==> src/rtl/memory_arbiter_rr.sv <==
// Round-robin arbiter: CPUS x {instruction, data} requesters share one single-ported RAM, one transfer at a time.
// The RAM enable asserts one cycle after a request. The wait pulse is combinational on ACCESS, and waits stay high while the RAM reports FREE or BUSY.
module memory_arbiter_rr #(
  parameter int CPUS   = 2,
  parameter int WORD_W = 32,
  parameter int ADDR_W = 32
) (
  input  logic                     CLK,
  input  logic                     RST,
  input  logic [CPUS-1:0]          iREN,
  input  logic [CPUS*ADDR_W-1:0]   iaddr,
  input  logic [CPUS-1:0]          dREN,
  input  logic [CPUS-1:0]          dWEN,
  input  logic [CPUS*ADDR_W-1:0]   daddr,
  input  logic [CPUS*WORD_W-1:0]   dstore,
  output logic [CPUS-1:0]          iwait,
  output logic [CPUS-1:0]          dwait,
  output logic [CPUS*WORD_W-1:0]   iload,
  output logic [CPUS*WORD_W-1:0]   dload,
  output logic                     ramREN,
  output logic                     ramWEN,
  output logic [ADDR_W-1:0]        ramaddr,
  output logic [WORD_W-1:0]        ramstore,
  input  logic [WORD_W-1:0]        ramload,
  input  logic [1:0]               ramstate,
  output logic                     memerr
);
  localparam int              ID_W    = (CPUS > 1) ? $clog2(CPUS) : 1;
  localparam logic [ID_W:0]   CPUS_W  = (ID_W+1)'(CPUS);
  localparam logic [ID_W-1:0] LAST_ID = ID_W'(CPUS - 1);
  localparam logic [1:0]      RAM_ACCESS = 2'd2;
  localparam logic [1:0]      RAM_ERROR  = 2'd3;

  typedef enum logic {IDLE, SERVE} state_t;

  state_t            state, state_nxt;
  logic [ID_W-1:0]   rr_ptr, rr_nxt, gnt_id, gnt_inc, sel_id, scan_idx;
  logic [ID_W:0]     scan_sum;
  logic              sel_found, sel_d, sel_wr, gnt_d, gnt_wr, gnt_line;
  logic [ADDR_W-1:0] sel_addr, lat_addr;
  logic [WORD_W-1:0] sel_store, lat_store;
  logic [CPUS-1:0]   any_req;

  assign any_req  = iREN | dREN | dWEN;
  assign gnt_inc  = (gnt_id == LAST_ID) ? '0 : gnt_id + 1'b1;
  assign ramaddr  = lat_addr;
  assign ramstore = lat_store;

  // Scan from rr_ptr upwards (wrapping) and take the first CPU with any request.
  always_comb begin
    sel_found = 1'b0;
    sel_id    = '0;
    scan_sum  = '0;
    scan_idx  = '0;
    for (int k = 0; k < CPUS; k++) begin
      scan_sum = {1'b0, rr_ptr} + (ID_W+1)'(k);
      if (scan_sum >= CPUS_W) scan_sum = scan_sum - CPUS_W;
      scan_idx = scan_sum[ID_W-1:0];
      for (int j = 0; j < CPUS; j++) begin
        if (!sel_found && (ID_W'(j) == scan_idx) && any_req[j]) begin
          sel_found = 1'b1;
          sel_id    = scan_idx;
        end
      end
    end
  end

  always_comb begin
    state_nxt = state;
    rr_nxt    = rr_ptr;
    ramREN    = 1'b0;
    ramWEN    = 1'b0;
    memerr    = 1'b0;
    iwait     = '1;
    dwait     = '1;
    iload     = '0;
    dload     = '0;
    sel_d     = 1'b0;
    sel_wr    = 1'b0;
    sel_addr  = '0;
    sel_store = '0;
    gnt_line  = 1'b0;
    for (int i = 0; i < CPUS; i++) begin
      if (ID_W'(i) == sel_id) begin
        sel_d     = dREN[i] | dWEN[i];
        sel_wr    = dWEN[i];
        sel_addr  = sel_d ? daddr[i*ADDR_W +: ADDR_W] : iaddr[i*ADDR_W +: ADDR_W];
        sel_store = dWEN[i] ? dstore[i*WORD_W +: WORD_W] : '0;
      end
      if (ID_W'(i) == gnt_id)
        gnt_line = gnt_d ? (dREN[i] | dWEN[i]) : iREN[i];
    end
    case (state)
      IDLE: if (sel_found) state_nxt = SERVE;
      SERVE: begin
        ramREN = !gnt_wr;
        ramWEN = gnt_wr;
        // A withdrawn request wins over any RAM status: no pulse, pointer untouched.
        if (!gnt_line) begin
          state_nxt = IDLE;
        end else if (ramstate == RAM_ACCESS) begin
          state_nxt = IDLE;
          rr_nxt    = gnt_inc;
          for (int i = 0; i < CPUS; i++) begin
            if (ID_W'(i) == gnt_id) begin
              if (gnt_d) begin
                dwait[i] = 1'b0;
                if (!gnt_wr) dload[i*WORD_W +: WORD_W] = ramload;
              end else begin
                iwait[i] = 1'b0;
                iload[i*WORD_W +: WORD_W] = ramload;
              end
            end
          end
        end else if (ramstate == RAM_ERROR) begin
          memerr    = 1'b1;
          state_nxt = IDLE;
          rr_nxt    = gnt_inc;
        end
      end
      default: state_nxt = IDLE;
    endcase
  end

  always_ff @(posedge CLK or posedge RST) begin
    if (RST) begin
      state     <= IDLE;
      rr_ptr    <= '0;
      gnt_id    <= '0;
      gnt_d     <= 1'b0;
      gnt_wr    <= 1'b0;
      lat_addr  <= '0;
      lat_store <= '0;
    end else begin
      state  <= state_nxt;
      rr_ptr <= rr_nxt;
      if (state == IDLE && sel_found) begin
        gnt_id    <= sel_id;
        gnt_d     <= sel_d;
        gnt_wr    <= sel_wr;
        lat_addr  <= sel_addr;
        lat_store <= sel_store;
      end
    end
  end
endmodule

==> config.mk <==
export PLATFORM = sky130hd
export DESIGN_NAME = memory_arbiter_rr
export DESIGN_NICKNAME = d
export VERILOG_FILES = /design/src/rtl/memory_arbiter_rr.sv
export SDC_FILE = /design/constraint.sdc
export NUM_CORES = 1
export LEC_CHECK = 0
export ABC_AREA = 1
export BUFFER_PORTS_ARGS = -buffer_cell sky130_fd_sc_hd__buf_2
export CAP_MARGIN = 20
export CORE_AREA = 2 2 170 172
export DETAILED_ROUTE_END_ITERATION = 6
export DIE_AREA = 0 0 172 174
export PLACE_DENSITY_LB_ADDON = 0.3
export SLEW_MARGIN = 20
export SYNTH_ARGS = -nofsm -noshare
export SYNTH_HDL_FRONTEND = slang
export SYNTH_SLANG_ARGS = --single-unit
export TNS_END_PERCENT = 30
==> constraint.sdc <==
create_clock -name CLK -period 2.5 [get_ports CLK]
set_input_delay 0.5 -clock CLK [delete_from_list [all_inputs] [get_ports CLK]]
set_output_delay 0.5 -clock CLK [all_outputs]
set_load 0.05 [all_outputs]
---- Word-level counts from Yosys, hierarchy flattened ----
Index checks and enable logic that the tools add are counted.
storage, ports and cells
  logic and storage cells ................. 96
  output and inout port bits .............. 199
  bits in registers ....................... 69
  input bits .............................. 234
cells by class
  reduce and logical (&&, ||, !) cells .... 14
  bitwise gates (word level) .............. 7
  multiplexer cells ....................... 60
  eq/ne operators ......................... 2
  add/sub/neg operators ................... 4
  $lt $le $gt $ge ......................... 2
operators with widths
  cell                                                                number
  2-to-1 mux 32 bit                                                   13
  2-to-1 mux 64 bit                                                   6
  2-to-1 mux 1 bit                                                    34
  2-to-1 mux 2 bit                                                    6
  logical AND 1 bit                                                   8
  equality test 2 bit (second input constant)                         2
  logical NOT 1 bit                                                   4
  bitwise OR 2 bit                                                    2
  inverter 1 bit                                                      3
  AND reduction 3 bit                                                 1
  adder 1 x 1 -> 2 bit (second input constant)                        1
  greater-or-equal comparator 1 x 2 -> 1 bit (second input constant)  1
  greater-or-equal comparator 2 bit (second input constant)           1
  bitwise OR 1 bit                                                    2
  case mux 1 bit (2 select lines)                                     1
  nonzero test 2 bit                                                  1
  subtractor 1 bit (second input constant)                            2
  adder 1 bit (second input constant)                                 1

---- Depth between registers and ports, before layout ----
  depth in word-level cells ............... 19
  gate-level depth with buffers ........... 10
  gate-level depth less buffers ........... 8

---- Worst setup path before layout ----
No wires, ideal clock.
  path type ............................... input to output
  start ................................... in dWEN[0]
  end ..................................... out dload[23]
  required time ........................... 2.000 ns
  arrival time ............................ 2.043 ns
  buffers on the path ..................... 2
  path slack .............................. -0.043 ns
  stages on the path ...................... 8
  path through ............................ buf_2 -> nor2_4 -> nor2_1 -> nor2_1 -> nand2_2 -> nand3_2 -> buf_2 -> nor2_1
on the way
  word-level cells in the longest chain between the ends .. 5
ends and longest elaborated chain
  element            line  source
  from (decl)        13    input logic [CPUS-1:0] dWEN,
  bitwise OR 1 bit   91    gnt_line = gnt_d ? (dREN[i] | dWEN[i]) : iREN[i];
  2-to-1 mux 1 bit   91
  2-to-1 mux 1 bit   90    if (ID_W'(i) == gnt_id)
  2-to-1 mux 64 bit  99    if (!gnt_line) begin
  2-to-1 mux 64 bit  93    case (state)
  to (decl)          19    output logic [CPUS*WORD_W-1:0] dload,
Every way passes these cells.

---- Final worst setup path ----
  start ................................... reg gnt_id
  end ..................................... out iload[0]
on the way
  word-level cells in the longest chain between the ends .. 4
  elaborated cells between the ends (all ways) .. 5
  those cells by class .................... mux (5)
ends and longest elaborated chain
  element                 line  source
  from (decl)             37    logic [ID_W-1:0] rr_ptr, rr_nxt, gnt_id, gnt_inc, sel_id, scan_idx;
  from (signal assigned)  138   gnt_id <= sel_id;
  2-to-1 mux 32 bit       105   if (ID_W'(i) == gnt_id) begin
  2-to-1 mux 64 bit       101   end else if (ramstate == RAM_ACCESS) begin
  2-to-1 mux 64 bit *     99
  2-to-1 mux 64 bit *     93
  to (decl)               18    output logic [CPUS*WORD_W-1:0] iload,
Every way passes the cells marked *; elsewhere a longest branch is shown, timed or not.

==> flow_summary.yaml <==
status:
  status: "finished clean"
routing:
  vias: 8065
  ant_nets: 0
  vias_per_cell: 4.181
  drc: 0
  wirelength_mm: 27.69
  dr.pass1.iters: 5
  drtIter0Drc: 261
  routedWlPerCell_um: 14.35
place:
  port_buffers: 432
  routabilityCongestion: 0.8314
  placedInstanceArea_um2: 8650
  dp_hpwl_mm: 21.17
logic_synthesis:
  synth_nets: 1370
  ys_async_sr_fraction_pct: 100.0
  ys_seq_elements: 69
  synth_seq_area_share_pct: 28.26
  synth_area_leaders: "nand2_1, dfrtp_1, inv_1, nor2_1, nand3_1"
  avgSynthCellArea_um2: 5.378
  synth.cell_area_um2: 6110
  yosysMostFrequentCell: "nand2_1"
  synth_top_flop_cell: "dfrtp_1"
  synth-edff-count: 0
  synth_warnings: 0
  yosysTopAreaCell: "nand2_1"
  yosys.area.top_type_share_pct: 30.90
  synth_cell_types: 20
  ys_top_cells_by_count: "nand2_1, inv_1, nor2_1"
  synthCells: 1136
power_and_ir_drop:
  ir_drop_mv: 0.4649
  p_leak_nw: 6.271
  powerDensity_nw_per_um2: 962.7
critical_path:
  r2r_setup_slack_ns: 1.01
  r2r_start: "state"
  r2r-end: "ramaddr[30]"
  worstSetupPathType: "reg2out"
  cp.required_ns: 2.00
  end_kind: "primary output"
  cp-start-kind: "flip-flop"
  rr_worst_depth: 4
  cp_max_fo: 26
  arrival_ns: 1.97
timing:
  maxSlewViolCount: 0
  tightest_slew_ns: 0.6184
  rsz0062_at_grt: "yes"
  period_minus_slack_ns: 2.474
  tns_ns: 0
  fin_hold_ws_ns: 0.1960
  hold_viol: 0
  period_share_pct: 98.98
  max_slew_margin_pct: 58.78
  fmax_mhz: 404.1
  setup_viol: 0
  finClkSkew_ns: 0.008971
global_routing:
  grt_util_all_layers_pct: 17.28
  grt_max_degree: 67
  overflow: 0
  antenna_found_initial: 11
  grt_pass1_wl_mm: 39.85
  grt_pass1_vias: 7331
clocking:
  hold_buffers: 0
  clk_pin_slew_ns: 0.06
  cts_tree: "done"
  h-tree-depth: 3
  clock_latency_ns: 0.34
  ctsRootBufferMaster: "clkbuf_16"
  cts.sinks: 69
  cts_buffers: 9
  cts_buffer_depth: 2
layout:
  syn2layout_area_growth_pct: 55.29
  regArea_um2: 1728
  fin_util_pct: 33.60
  fin_area_um2: 9488
  fin_nets: 1767
  multiInputGateArea_um2: 3248
  drive_above_1_share_pct: 32.90
  n_fill_cell: 3198
worst_hold_path:
  hold_path.class: "in2async"
floorplanning:
  core_area_um2: 28240
  ios: 433
  initial_core_util_pct: 21.64
  die_w_um: 172
  chipHeight_um: 174
  dieArea_um2: 29930
  rows: 62
job:
  cap_violations: 0
sequential cells by signal, indices dropped and copies added (netlist names):
register and count:
ramaddr 32, ramstore 32, gnt_d 1, gnt_id 1, gnt_wr 1, rr_ptr 1, state 1
layout make-up:
class / instances / share of cell area, %
Sequential cell: 69 / 18.21
Clock buffer: 10 / 2.413
Antenna cell: 7 / 0.1846
Timing Repair Buffer: 458 / 30.70
Inverter: 208 / 8.268
Tap cell: 384 / 5.064
Clock inverter: 6 / 0.9231
Multi-Input combinational cell: 787 / 34.23
worst max-delay path, stage by stage (launching register included):
cell	delay, ns
dfrtp_2	0.43
inv_2	0.09
nand2_1	0.09
nor2_1	0.14
nor2_1	0.07
nand2_2	0.13
nand3_2	0.12
buf_12	0.20
nor2_1	0.17
buf_6	0.19
cell usage in the layout (no fill, tap or decap), drive strengths merged:
master,instances
nand3,104
nor3,2
clkbuf,32
nand2,508
nor2,139
inv,207
buf,436
diode,7
nand3b,1
bufinv,2
o21ai,33
dfrtp,69
clkinv,5
kinds of logic after synthesis:
family,share of synthesized area (%)
buf+inv,19.23
flops,28.26
simple gates,49.81
compound gates,2.703
per-stage QoR:
step / std cells / setup WS, ns / total power [mW]
floorplan: 1136 / -0.04310 / 6.140
global placement: 1905 / 0.1614 / 7.697
detailed placement: 1905 / 0.1257 / 7.730
CTS: 1922 / 0.00003930 / 9.237
global route: 1928 / -0.06856 / 9.749
finish: 1929 / 0.02560 / 9.134
routing by layer:
layer  routed length [um]  vias to the layer above  global-route usage (%)
li1                     -                     4079                       -
met1                10820                     3658                   19.01
met2                14170                      288                   32.13
met3                 1865                       38                   3.097
met4                  811                        2                   7.353
met5                   13                        -                       0
report_power, final:
group	internal, mW	switching [mW]	total, mW
sequential	1.67	0.339	2.01
combinational	1.39	4.34	5.73
clock	0.874	0.518	1.39
total	3.94	5.20	9.13
repair_timing:
action | 4_1_cts | 5_1_grt
pin swaps | 1 | 0
resized for setup | 84 | 136
setup endpoints to repair | 115 | 127
buffers inserted | 1 | 0
how the worst max path moves through the flow:
stage	start	endpoint	slack, ns	cells past startpoint
after floorplan	dWEN[0]	dload[23]	-0.04	8
after global placement	dREN[1]	iload[56]	0.16	9
after detailed placement	dREN[1]	iload[55]	0.13	9
after CTS	gnt_id	dload[20]	0.00004	9
after global routing	gnt_id	dload[28]	-0.07	9
final	gnt_id	iload[0]	0.03	9
Power figures use the tool's default switching activity.
